$ cat config.mk
export PLATFORM = sky130hd
export DESIGN_NAME = instr_fetch_unit
export DESIGN_NICKNAME = d
export VERILOG_FILES = /design/src/rtl/instr_fetch_unit_pkg.sv /design/src/rtl/fetch_skid_buffer.sv /design/src/rtl/instr_fetch_unit.sv
export SDC_FILE = /design/constraint.sdc
export NUM_CORES = 1
export LEC_CHECK = 0
export CORE_MARGIN = 4
export CORE_UTILIZATION = 40
export DETAILED_ROUTE_END_ITERATION = 8
export HOLD_SLACK_MARGIN = 0.02
export PLACE_DENSITY_LB_ADDON = 0.25
export SKIP_LAST_GASP = 1
export SLEW_MARGIN = 5
export SYNTH_ARGS = -nofsm -noshare
export SYNTH_HDL_FRONTEND = slang
export SYNTH_SLANG_ARGS = --single-unit
$ cat constraint.sdc
create_clock -name clock -period 4.6 [get_ports clock]
set_clock_uncertainty 0.2 [all_clocks]
set_input_delay 0.92 -clock clock [delete_from_list [all_inputs] [get_ports clock]]
set_output_delay 0.92 -clock clock [all_outputs]
set_load 0.01 [all_outputs]
$ cat src/rtl/instr_fetch_unit_pkg.sv
// Shared definitions for the instruction-fetch stage and the core's IF/ID pipe.
package instr_fetch_unit_pkg;

  typedef enum logic [1:0] {
    S_FETCH = 2'd0,
    S_DROP  = 2'd1,
    S_FULL  = 2'd2
  } fetch_state_e;

  localparam logic [31:0] NOP_INSTR = 32'hD503201F;

  typedef struct packed {
    logic [31:0] instr;
    logic [31:0] pc;
  } if_id_t;

endpackage

$ cat src/rtl/fetch_skid_buffer.sv
// One-entry instr+pc holding register used while the core stalls the fetch stage.
module fetch_skid_buffer
  import instr_fetch_unit_pkg::*;
(
  input  logic   clk_i,
  input  logic   rst_ni,
  input  logic   load_i,
  input  logic   clear_i,
  input  if_id_t data_i,
  output logic   valid_o,
  output if_id_t data_o
);

  logic   valid_q;
  if_id_t data_q;

  // Clear wins so a redirect always empties the entry.
  always_ff @(posedge clk_i or negedge rst_ni) begin
    if (!rst_ni) begin
      valid_q <= 1'b0;
      data_q  <= '0;
    end else if (clear_i) begin
      valid_q <= 1'b0;
    end else if (load_i) begin
      valid_q <= 1'b1;
      data_q  <= data_i;
    end
  end

  assign valid_o = valid_q;
  assign data_o  = data_q;

endmodule

$ cat src/rtl/instr_fetch_unit.sv
// IF stage: owns the PC, fetches from variable-latency imem, feeds the core.
// Handshake: imem_req/imem_addr hold steady until imem_ack; one request outstanding.
module instr_fetch_unit
  import instr_fetch_unit_pkg::*;
#(
  parameter logic [31:0] RESET_PC         = 32'h0,
  parameter logic [31:0] PC_STEP          = 32'd1,
  parameter logic [31:0] NOP_INSTR        = instr_fetch_unit_pkg::NOP_INSTR,
  parameter logic [31:0] FETCH_COUNT_INIT = 32'h0
) (
  input  logic         clock,
  input  logic         reset,
  input  logic         pc_write,
  input  logic         branch_taken,
  input  logic [31:0]  branch_target,
  output logic         imem_req,
  output logic [31:0]  imem_addr,
  input  logic         imem_ack,
  input  logic [31:0]  imem_rdata,
  output logic [31:0]  instr_out,
  output logic [31:0]  pc_out,
  output logic         instr_valid,
  output logic [31:0]  fetch_count,
  output fetch_state_e fetch_state
);

  fetch_state_e state_q;
  logic [31:0]  fetch_pc_q;
  logic [31:0]  drop_addr_q;
  logic [31:0]  instr_q;
  logic [31:0]  pc_q;
  logic [31:0]  count_q;
  logic         valid_q;

  logic   buf_load;
  logic   buf_clear;
  logic   buf_valid;
  if_id_t buf_in;
  if_id_t buf_data;

  // Request is masked while reset is held so the memory sees no request.
  assign imem_req  = reset && (state_q != S_FULL);
  assign imem_addr = (state_q == S_DROP) ? drop_addr_q : fetch_pc_q;

  assign buf_in    = '{instr: imem_rdata, pc: fetch_pc_q};
  assign buf_load  = !branch_taken && (state_q == S_FETCH) && imem_ack && !pc_write;
  assign buf_clear = branch_taken || ((state_q == S_FULL) && pc_write);

  fetch_skid_buffer u_skid (
    .clk_i   (clock),
    .rst_ni  (reset),
    .load_i  (buf_load),
    .clear_i (buf_clear),
    .data_i  (buf_in),
    .valid_o (buf_valid),
    .data_o  (buf_data)
  );

  always_ff @(posedge clock or negedge reset) begin
    if (!reset) begin
      state_q     <= S_FETCH;
      fetch_pc_q  <= RESET_PC;
      drop_addr_q <= RESET_PC;
      instr_q     <= NOP_INSTR;
      pc_q        <= RESET_PC;
      valid_q     <= 1'b0;
      count_q     <= FETCH_COUNT_INIT;
    end else if (branch_taken) begin
      fetch_pc_q <= branch_target;
      instr_q    <= NOP_INSTR;
      valid_q    <= 1'b0;
      // An un-acked request cannot be withdrawn, so its reply must be dropped.
      if (imem_req && !imem_ack) begin
        if (state_q == S_FETCH) drop_addr_q <= fetch_pc_q;
        state_q <= S_DROP;
      end else begin
        state_q <= S_FETCH;
      end
    end else begin
      case (state_q)
        S_FETCH: begin
          if (imem_ack) begin
            fetch_pc_q <= fetch_pc_q + PC_STEP;
            if (pc_write) begin
              instr_q <= imem_rdata;
              pc_q    <= fetch_pc_q;
              valid_q <= 1'b1;
              count_q <= count_q + 32'd1;
            end else begin
              state_q <= S_FULL;
            end
          end else if (pc_write) begin
            instr_q <= NOP_INSTR;
            valid_q <= 1'b0;
          end
        end
        S_FULL: begin
          if (pc_write && buf_valid) begin
            instr_q <= buf_data.instr;
            pc_q    <= buf_data.pc;
            valid_q <= 1'b1;
            count_q <= count_q + 32'd1;
            state_q <= S_FETCH;
          end
        end
        S_DROP: begin
          if (imem_ack) state_q <= S_FETCH;
          if (pc_write) begin
            instr_q <= NOP_INSTR;
            valid_q <= 1'b0;
          end
        end
        default: state_q <= S_FETCH;
      endcase
    end
  end

  assign instr_out   = instr_q;
  assign pc_out      = pc_q;
  assign instr_valid = valid_q;
  assign fetch_count = count_q;
  assign fetch_state = state_q;

endmodule

==> metrics.csv <==
metric,value,unit
die_area,29300,sq um
min_period,3960,ps
cp_max_fo,36,
die_x,171,um
cts-htree-levels,1,
viasPerCell,5.25,
maxSlewHeadroom,32.0,%
grt_use_total,17.8,%
p_leak,5.68,nW
clk_pin_slew_worst_paths,60,ps
ys_seq_area_share,53.7,%
dpl-instance-area,12900,sq um
hpwl,17.4,mm
gp_congestion,0.768,
die_height,171,um
final_area,13800,sq um
grt.overflow.total,0,
numCtsBuffers,26,
path_cells,inv_1 > ha_2 > mux2_2 > clkdlybuf4s50_1,
ioPinCount,201,
synth.avg_cell_area,11.3,sq um
syn-cell-area,10700,sq um
fmax,0.253,GHz
mostFrequentLayoutCells,"215 x dfrtp_1, 198 x clkdlybuf4s50_1, 131 x mux2_2, 70 x nor2_1, 53 x nand2_1",
post_cts_buffers,0,
num_antenna_cells,0,
setup.worst_path.end_class,output pin,
worstPathArrival,2840,ps
dr_total_vias,7709,
port_buffers,200,
post-route-period-util,86.1,%
coreArea,26100,sq um
wl_per_cell,18.2,um
tns,0,ps
synthArstFlopShare,100,%
antenna_found_initial,0,
pwr_density_cell,474,nW/um^2
slew_violations,0,
clk_latency,520,ps
area_delta_synth_final,29.9,%
setup_violations,0,
cts_resized,0,
crit_type,reg2out,
dr.pass1.iters,5,
synth.distinct_cells,49,
route.antenna.remaining_nets,0,
cts.sinks,228,
wirelength,26.7,mm
nFillCells,2319,
final_layout_size_suffix_gt1_share,18.7,%
fin_util,52.9,%
slowest_stage,ha_2,
placementRows,59,
synth-edff-count,0,
cts_buffer_depth,3,
finalNetCount,1188,
hold_buffers,0,
slowest_delay,860,ps
drv_cap,0,
hold_viol_final,0,
status,"complete, no violations",
syn-num-nets,1016,
drc_errors,0,
yosys_warnings,0,
first_iter_violations,497,
rsz0062_at_grt,no,
grt_max_degree,76,
crit_path_start_kind,flip-flop,
hold_class,in2async,
worst_slew_pin_slew,1020,ps
root_buffer,clkbuf_16,
synth_seq_cells,228,
tritoncts,yes,
syn_inst,942,
final_common_cell,dfrtp_1,
grt_first_pass_wirelength,42.5,mm
cp.required,3480,ps
ir_drop,0.000291,V
ys.flop_type,dfrtp_1,
grt_pass1_vias,7596,
start_util,40.8,%
==> area by class of cell <==
class	count	area, sq um	area share, %
sequential	228	5720	41.4
multi-input combinational	632	4640	33.5
timing repair buffer	215	2130	15.4
clock buffer	40	774	5.60
tap	335	419	3.03
clock inverter	7	110	0.796
inverter	11	41.3	0.298
==> report_power, final <==
group	total [mW]	switching, mW	internal (mW)
combinational	1.57	0.662	0.911
sequential	2.85	0.328	2.52
clock	2.13	0.814	1.32
==> critical path, delay by kind of cell, from the launching register on <==
kind | cells | cell delay [ps]
mux | 1 | 410
fa+ha+maj | 1 | 860
flops | 1 | 420
buf+inv | 2 | 620
==> final timing paths <==
kind,slack (ps),start,to,cells after the start
max in group asynchronous,2290,reset,fetch_count[27],3
hold / removal,70,reset,pc_out[23],1
setup / recovery,640,fetch_state[1],imem_addr[1],4
min in group clock,280,fetch_count[31],fetch_count[31],1
hold reg to reg,280,fetch_count[31],fetch_count[31],1
setup reg to reg,1170,fetch_state[1],instr_out[21],7
==> layer usage <==
layer	global-route usage [%]	vias to the layer above	wire length, um
met5	0	-	0
li1	-	3681	-
met1	25.8	3824	12500
met3	2.99	36	1150
met2	28.7	168	12500
met4	3.44	0	504
==> registers in the layout (all words and copies together), names as in the netlist, 2 cells and up <==
name,count
u_skid.data_o,64
drop_addr_q,32
fetch_count,32
fetch_pc_q,32
instr_out,32
pc_out,32
fetch_state,2
==> synthesized netlist by cell type, drive strengths merged, types with 11 or more instances <==
cell	instances	share of area (%)
dfrtp	215	51
mux2	131	14
nor2	70	2.5
nand2	53	1.9
clkbuf	50	1.8
a21oi	45	2.1
o21ai	43	2.0
xor2	38	3.1
mux2i	34	3.2
nor3	28	1.4
nand4	26	1.5
nand3	22	1.0
xnor2	22	1.8
a22oi	21	1.5
buf	21	0.88
o2bb2ai	19	1.6
nor2b	16	0.94
dfstp	13	3.2
and3	11	0.65
inv	11	0.39
==> cells by family after synthesis <==
group | synth area share (%)
fa+ha+maj | 0.587
buf+inv | 3.03
mux | 17.0
flops | 53.7
xor+xnor | 4.93
simple gates | 11.7
compound gates | 8.96
==> through the flow <==
step                total power [mW]  instances  hold WS [ps]  setup WS (ps)
floorplan                       3.67        942           274           1810
global placement                4.43       1421           260            904
detailed placement              4.48       1421           263            798
CTS                             6.65       1468          64.1            561
global route                    6.93       1468          86.3            503
finish                          6.56       1468          66.7            641
Power figures use the tool's default switching activity.
